**src/rtl/pipe_ctrl.sv**
```systemverilog
// Pipeline hazard/redirect controller: stall thermometer, exception flush FSM.
// Optional stall watchdog enabled by defining STALL_WDT_EN.
module pipe_ctrl (
   input  logic        clk,
   input  logic        rst,
   input  logic        stallreq_if,
   input  logic        stallreq_id,
   input  logic        stallreq_ex,
   input  logic        stallreq_mem,
   input  logic [31:0] excepttype,
   input  logic [31:0] cp0_epc,
   output logic [5:0]  stall,
   output logic        flush,
   output logic [31:0] new_pc,
   output logic        wdt_timeout
);

   typedef enum logic [1:0] {
      RUN    = 2'd0,
      FLUSH  = 2'd1,
      REFILL = 2'd2
   } state_e;

   state_e      state_q, state_d;
   logic        flush_q, flush_d;
   logic [31:0] new_pc_q, new_pc_d;
   logic [5:0]  req_stall;
   logic        accept;

   always_comb begin
      req_stall = 6'b000000;
      priority case (1'b1)
         stallreq_mem: req_stall = 6'b011111;
         stallreq_ex:  req_stall = 6'b001111;
         stallreq_id:  req_stall = 6'b000111;
         stallreq_if:  req_stall = 6'b000011;
         default:      req_stall = 6'b000000;
      endcase
   end

   // Reset gates stall combinationally so requests cannot leak through.
   assign stall  = (!rst || state_q == FLUSH) ? 6'b000000 : req_stall;
   assign accept = (state_q == RUN) && (excepttype != 32'd0) && !stallreq_mem;

   always_comb begin
      state_d  = state_q;
      new_pc_d = new_pc_q;
      flush_d  = 1'b0;
      unique case (state_q)
         RUN: begin
            if (accept) begin
               state_d = FLUSH;
               flush_d = 1'b1;
               if (excepttype == 32'h0000_0001)
                  new_pc_d = 32'h0000_0020;
               else if (excepttype == 32'h0000_000e)
                  new_pc_d = cp0_epc;
               else
                  new_pc_d = 32'h0000_0040;
            end
         end
         FLUSH:   state_d = REFILL;
         REFILL:  state_d = RUN;
         default: state_d = RUN;
      endcase
   end

   always_ff @(posedge clk or negedge rst) begin
      if (!rst) begin
         state_q  <= RUN;
         flush_q  <= 1'b0;
         new_pc_q <= 32'd0;
      end else begin
         state_q  <= state_d;
         flush_q  <= flush_d;
         new_pc_q <= new_pc_d;
      end
   end

   assign flush  = flush_q;
   assign new_pc = new_pc_q;

`ifdef STALL_WDT_EN
   logic [7:0] wdt_cnt_q;
   logic       wdt_q;
   logic       stalled;

   assign stalled = |stall;

   // Pulse lands in the cycle the counter first reads 255, then saturates.
   always_ff @(posedge clk or negedge rst) begin
      if (!rst) begin
         wdt_cnt_q <= 8'd0;
         wdt_q     <= 1'b0;
      end else if (!stalled) begin
         wdt_cnt_q <= 8'd0;
         wdt_q     <= 1'b0;
      end else begin
         if (wdt_cnt_q != 8'd255)
            wdt_cnt_q <= wdt_cnt_q + 8'd1;
         wdt_q <= (wdt_cnt_q == 8'd254);
      end
   end

   assign wdt_timeout = wdt_q;
`else
   assign wdt_timeout = 1'b0;
`endif

endmodule

```
**config.mk**
```make
export PLATFORM = sky130hd
export DESIGN_NAME = pipe_ctrl
export DESIGN_NICKNAME = d
export VERILOG_FILES = /design/src/rtl/pipe_ctrl.sv
export SDC_FILE = /design/constraint.sdc
export NUM_CORES = 1
export LEC_CHECK = 0
export ABC_AREA = 1
export CORE_MARGIN = 2
export CORE_UTILIZATION = 30
export DETAILED_ROUTE_END_ITERATION = 8
export PLACE_DENSITY = 0.71
export SETUP_SLACK_MARGIN = 0.15
export SLEW_MARGIN = 0
export SYNTH_ARGS = -nofsm -noshare
export SYNTH_HDL_FRONTEND = slang
export SYNTH_SLANG_ARGS = --single-unit
```
**constraint.sdc**
```tcl
create_clock -name clk -period 1.3 [get_ports clk]
set_input_delay 0.195 -clock clk [delete_from_list [all_inputs] [get_ports clk]]
set_output_delay 0.195 -clock clk [all_outputs]
set_load 0.02 [all_outputs]
```
Word-level counts from Yosys, hierarchy flattened

Index checks and enable logic that the tools add are counted.

Input port bits: 70
Logic and storage cells: 26
Register bits: 35
Output and inout bits: 40

Mux-type cells: 11
Reductions and logical operators: 8
Equal/unequal tests: 4

Operators by type and width:

| cell                | number |
|---|---|
| $mux 32             | 2 |
| $eq 32x1->1 const B | 1 |
| $eq 32x4->1 const B | 1 |
| $reduce_bool 32->1  | 1 |
| $mux 6              | 4 |
| $mux 2              | 2 |
| $pmux 2 s2          | 1 |
| $eq 2x1->1 const B  | 1 |
| $logic_and 1x1->1   | 2 |
| $logic_not 1->1     | 2 |
| $logic_not 2->1     | 1 |
| $mux 1              | 2 |
| $ne 2x2->1 const B  | 1 |
| $reduce_and 2->1    | 1 |
| $logic_or 1x1->1    | 1 |

Logic depth before layout (Yosys ltp)

Gate-level depths: netlist of run 1.

Word-level depth: 5
Mapped depth: 9

Worst setup path after synthesis of run 1

No wires, ideal clock.

Path kind: flip-flop to output port
From: register state_q[0]
To: output port stall[1]
Data arrival time: 1364 ps
Data required time: 1105 ps
Setup slack: -259 ps
Stages on the path, launching flop included: 7
Cell sequence: dfrtp_1 > inv_1 > o21ai_0 > nor2_1 > a21oi_1 > inv_1 > buf_4

Cells in the longest elaborated chain, start to end: 3

RTL lines:

| element                | line | text |
|---|---|---|
| from (decl)            | 24   | `state_e state_q, state_d;` |
| from (signal assigned) | 74   | `state_q <= state_d;` |
| $eq 2x1->1             | 42   | `assign stall = (!rst \|\| state_q == FLUSH) ? 6'b000000 : req_stall;` |
| $logic_or 1x1->1       | 42   |  |
| $mux 6                 | 42   |  |
| to (decl)              | 12   | `output logic [5:0] stall,` |

Every way passes these cells.

Final worst setup path of run 1

From: register state_q[0]
To: output port stall[0]

The elaborated chain is that of the path after synthesis.

==> impl_metrics.csv, run 1 <==
group,metric,value,unit
run_status,status,"finished with violations",
run_status,violations,"setup timing",
critical_path,crit_type,"reg -> out",
synth,yosys_warnings,0,
clock_tree,numCtsBuffers,5,
final_layout,areaGrowthSynthToFinish,115,%
die,fp.coreArea,5470,µm²
synth,yosysSeqAreaShare,0.519,
synth,synth.most_common_cell,"nand2_1",
placed_design,place.gp.congestion,0.691,
clock_tree,h-tree-depth,2,
synth,synth_top_area_frac,0.519,
critical_path,crit_fanout,3,
clock_tree,insertion_delay,0.28,ns
sta,drv_slew,0,
synth,async_flop_share,1.00,
critical_path,crit_buf_inv,4,
synth,synth_edf_count,0,
global_route,grt_overflow,0,
route,drtPass1Iterations,4,
route,routed_wl,5970,µm
critical_path,worstPathArrival,1.31,ns
sta,final.period_utilization,1.15,
synth,synth_top_cells_by_count,"nand2_1 (80), dfrtp_1 (35), nand3_1 (34), nor2_1 (29), inv_1 (11)",
power,switching_power,0.783,mW
flow_run,drv_cap,0,
critical_path,cp_slowest_cell,"dfrtp_1",
sta,skew,0.00409,ns
final_layout,antenna_cells,0,
power,switching_share,0.266,
die,ios,110,
sta,worst_slack,-0.201,ns
synth,syn_area,1690,µm²
critical_path,cp-start-kind,"register",
die,num_rows,27,
sta,setup_viol,38,
sta,hold_viol_final,0,
clock_tree,clk_pin_slew,0.07,ns
power,p_int,2.16,mW
critical_path,cpPeakStageDelay,0.38,ns
placed_design,dp_hpwl,3540,µm
synth,yosysTopAreaCell,"dfrtp_1",
sta,rsz0062_at_grt,"true",
critical_path,cp-end-kind,"output port",
power,combPwrFrac,0.297,
final_layout,register_area,877,µm²
final_layout,drive_above_1_share,0.480,
die,initial_core_util,0.308,
synth,syn_avg_cell_area,7.96,µm²
synth,syn_inst,212,
global_route,grt_pass1_wl,9290,µm
clock_tree,clk_path_buf_depth,2,
route,drtIter0Drc,52,
clock_tree,clock-sinks,35,
critical_path,crit_family,"flip-flops",
clock_tree,cts_hold_buf,0,
power,power_density,813,nW/µm²
global_route,track_usage,0.191,
final_layout,multi_input_area,1050,µm²
power,leakage,1.85,nW
placed_design,port_buffers,107,
sta,maxClockFrequency,666,MHz
route,num_vias,1911,
clock_tree,cts_root_buf,"clkbuf_8",
final_layout,fin_nets,424,
synth,synth_area_leaders,"dfrtp_1 (52%), nand2_1 (18%), nand3_1 (10%)",
route,routedWlPerCell,14.0,µm
power,p_clk_frac,0.322,
die,dieHeight,79.0,µm
clock_tree,cts_tree,"yes",
min_path,hp-class,"in -> async",
power,pwr-share-seq,0.381,
critical_path,cp.required,1.11,ns
global_route,grt_antenna_before_repair,0,
synth,synth_seq_cells,35,
route,drcViolationCount,0,
global_route,grt_max_degree,36,
critical_path,cp_cell_sequence,"inv_2 -> o21ai_4 -> inv_2 -> a21oi_2 -> inv_2 -> buf_6",
synth,synth_cell_type_count,18,
route,detail-route-antenna-nets,0,
die,die-area,6240,µm²
route,vias_per_cell,4.49,
power,ir_drop,538,µV
synth,ys.flop_type,"dfrtp_1",
die,die_width,79.0,µm
sta,worst_hold_slack,0.0125,ns
final_layout,fillers,491,
critical_path,timing.critical_path.mode_cell,"inv_2",
power,power.total,2.95,mW
global_route,grt_pass1_vias,1947,
sta,period_needed,1.50,ns
routing by layer:
layer  GRT usage  wire [µm]
met1       0.230       2430
met2       0.342       3130
met3      0.0398        320
met4      0.0517         89
met5           0          0
registers in the layout, summed over array words and instances (netlist names):
register	count
flush	1
new_pc	32
state_q	2
cell usage in the layout (no fill, tap or decap), drive strengths merged, types with 2 or more instances in the layout:
cell and count:
nand2 81, clkdlybuf4s15 5, clkdlybuf4s50 35, nand3 34
nor2 33, nor3 3, conb 2, inv 11
clkbuf 15, o21ai 2, dfrtp 35, buf 62
dlygate4sd2 33
worst paths after layout:
path	from	endpoint	slack, ns	cells past startpoint
setup / recovery	state_q[0]	stall[0]	-0.20	6
setup reg to reg	state_q[1]	new_pc[9]	-0.16	8
hold reg to reg	new_pc[26]	new_pc[26]	0.47	2
max in group asynchronous	rst	state_q[1]	0.95	2
min in group clk	cp0_epc[18]	new_pc[18]	0.47	3
hold / removal	rst	new_pc[15]	0.01	2
cell families after synthesis:
family / synth area share
AOI/OAI and AO/OA: 0.0156
buffers and inverters: 0.0838
DFF: 0.519
other: 0.00222
and+or+nand+nor: 0.380
per-stage QoR:
step	std cells	setup slack (ns)	TNS, ns	cell area (µm²)	utilization
3_3_place_gp	392	-0.822	-28.48	3060	0.559
5_1_grt	426	-0.261	-7.95	3620	0.662
6_report	426	-0.201	-5.08	3620	0.662
2_1_floorplan	213	0.0560	0	1860	-
4_1_cts	421	-0.198	-3.64	3520	0.644
3_5_place_dp	392	-0.865	-29.53	3060	0.559
timing repair:
action / CTS / global route
buffers inserted: 16 / 3
gates cloned: 6 / 2
setup endpoints to repair: 71 / 63
gates resized for setup: 170 / 84
pin swaps: 15 / 22
layout make-up:
type,instances,share of cell area
inverters,11,0.0114
well taps,72,0.0249
clock buffers,6,0.0200
clock inverters,1,0.00829
flip-flops and latches,35,0.242
multi-input cells,156,0.289
repair buffers,145,0.404
power by group through the flow:
stage	clock [mW]	sequential, mW	combinational (mW)
finish	0.948	1.12	0.875
global route	1.02	1.12	0.927
CTS	0.961	1.12	0.772
detailed placement	0	1.15	0.586
global placement	0	1.15	0.583
floorplan	0	1.16	0.237
worst reg2reg max path, stage by stage, from the launching register on:
cell and delay, ns:
dfrtp_2 0.43, buf_6 0.13, nor3_4 0.20, inv_2 0.08, buf_6 0.14, nor2_4 0.14
buf_12 0.16, nand3_2 0.07, nand2_2 0.06
(Power assumes the default switching activity.)
==> inputs of run 2 (changes only) <==
Settings changed: REMOVE_ABC_BUFFERS set to 1.
==> run 2 against run 1 <==
  * Critical path type unchanged
  * The flow still finishes with violations (setup timing)
  * Largest power group unchanged
  * Critical endpoint is now stall[1]
  * Routed wire length increased by 1.7%
  * First-iteration DRC count increased by 46%
  * Setup slack got worse by 0.024 ns
  * Sequential cell count unchanged
==> impl_metrics.csv, run 2 (synthesized netlist as in run 1, its figures left out) <==
group,metric,value,unit
run_status,status,"finished with violations",
run_status,violations,"setup timing",
final_layout,drive_above_1_share,0.365,
power,ir_drop,681,µV
power,power_density,838,nW/µm²
critical_path,worstPathArrival,1.33,ns
die,num_rows,27,
route,detail-route-antenna-nets,0,
clock_tree,cts_tree,"yes",
final_layout,fin_nets,437,
final_layout,fin_util,0.630,
global_route,grt_pass1_vias,2020,
clock_tree,clk_pin_slew,0.07,ns
final_layout,final_common_cell,"nand2_1",
route,routedWlPerCell,13.8,µm
global_route,grt_overflow,0,
sta,setup_viol,38,
sta,maxClockFrequency,656,MHz
sta,final.period_utilization,1.17,
die,die_width,79.0,µm
placed_design,place.gp.congestion,0.681,
global_route,grtUsageMet1,0.216,
sta,hold_viol_final,0,
critical_path,crit_fanout,4,
global_route,grt_busiest_layer,"met2",
route,vias_per_cell,4.49,
min_path,hp-class,"in -> reg",
route,routed_wl,6070,µm
critical_path,cp-start-kind,"register",
sta,skew,0.00799,ns
global_route,grt_pass1_wl,9290,µm
critical_path,cp.required,1.11,ns
power,p_clk_frac,0.326,
placed_design,port_buffers,107,
route,drtIter0Drc,76,
die,fp.coreArea,5470,µm²
die,ios,110,
clock_tree,numCtsBuffers,5,
critical_path,rrSetupSlack,-0.21,ns
final_layout,areaGrowthSynthToFinish,104,%
global_route,grt_antenna_before_repair,0,
die,dieHeight,79.0,µm
final_layout,final_cell_mix,"nand2_1 (73), dfrtp_1 (35), clkdlybuf4s50_1 (35)",
die,initial_core_util,0.308,
critical_path,cp-end-kind,"output port",
critical_path,crit_type,"reg -> out",
clock_tree,h-tree-depth,2,
global_route,grt_max_degree,36,
global_route,gr-usage-met2,0.350,
placed_design,dp_hpwl,3380,µm
clock_tree,cts_root_buf,"clkbuf_8",
global_route,use_met3,0.0341,
clock_tree,clk_path_buf_depth,2,
power,leakage,1.77,nW
min_path,hold_depth,3,
power,switching_power,0.739,mW
power,power.total,2.89,mW
power,pwr-share-seq,0.387,
sta,worst_slack,-0.225,ns
final_layout,largest_reg_flops,32,
power,p_int,2.15,mW
route,drcViolationCount,0,
power,combPwrFrac,0.287,
final_layout,antenna_cells,0,
sta,rsz0062_at_grt,"true",
clock_tree,insertion_delay,0.29,ns
route,drtPass1Iterations,6,
sta,drv_slew,0,
flow_run,drv_cap,0,
clock_tree,clock-sinks,35,
die,die-area,6240,µm²
global_route,track_usage,0.190,
route,num_vias,1970,
sta,period_needed,1.53,ns
critical_path,r2r.worst_path.cells,10,
power,switching_share,0.256,
run 2: final cells by class:
| type | instances | area, µm² |
|---|---|---|
| fillers | 486 | 2020 |
| inverters | 11 | 41.3 |
| clock buffers | 6 | 72.6 |
| multi-input cells | 156 | 797 |
| flip-flops and latches | 35 | 876 |
| repair buffers | 158 | 1540 |
| well taps | 72 | 90.1 |
| clock inverters | 1 | 30.0 |
run 2: path summary, 6_finish.rpt:
kind                             start    endpoint
max                         state_q[0]    stall[1]
min                        cp0_epc[22]  new_pc[22]
max reg2reg                 state_q[0]  state_q[1]
min reg2reg                  new_pc[6]   new_pc[6]
max in group asynchronous          rst   new_pc[5]
min in group asynchronous          rst  new_pc[23]
run 2: critical path, cell delays in order (launching register included):
cell and delay (ns):
dfrtp_1 0.38, inv_2 0.06, o21ai_2 0.12, buf_6 0.13
inv_2 0.04, a21oi_2 0.13, inv_2 0.06, buf_6 0.13
run 2: power by group through the flow:
| stage | Clock (mW) | Sequential (mW) | Combinational [mW] |
|---|---|---|---|
| 2_1_floorplan | 0 | 1.16 | 0.145 |
| 3_3_place_gp | 0 | 1.14 | 0.549 |
| 3_5_place_dp | 0 | 1.14 | 0.549 |
| 4_1_cts | 0.963 | 1.12 | 0.771 |
| 5_1_grt | 1.01 | 1.12 | 0.886 |
| 6_report | 0.943 | 1.12 | 0.829 |
run 2: per-stage QoR:
step / std cells / hold slack [ns] / instance area (µm²) / setup WS, ns / setup TNS, ns
after floorplan: 201 / -0.101 / 1590 / -0.441 / -13.75
after global routing: 439 / 0.474 / 3450 / -0.313 / -7.25
after detailed placement: 394 / 0.300 / 2870 / -0.654 / -22.87
final: 439 / 0.456 / 3450 / -0.225 / -4.91
after CTS: 433 / 0.453 / 3400 / -0.221 / -3.34
after global placement: 394 / 0.297 / 2870 / -0.620 / -22.17
run 2: timing repair:
item / in CTS / in global routing
endpoints found under the setup margin: 71 / 57
hold buffers: 1 / 0
cloned: 5 / 2
gates resized for setup: 193 / 62
pin swaps: 45 / 20
buffers inserted: 26 / 4
endpoints found under the hold margin: 35 / 0
run 2: routing by layer:
layer | vias up | wire length (µm)
met1 | 912 | 2420
met4 | 0 | 120
li1 | 968 | -
met3 | 10 | 386
met5 | - | 0
met2 | 80 | 3140
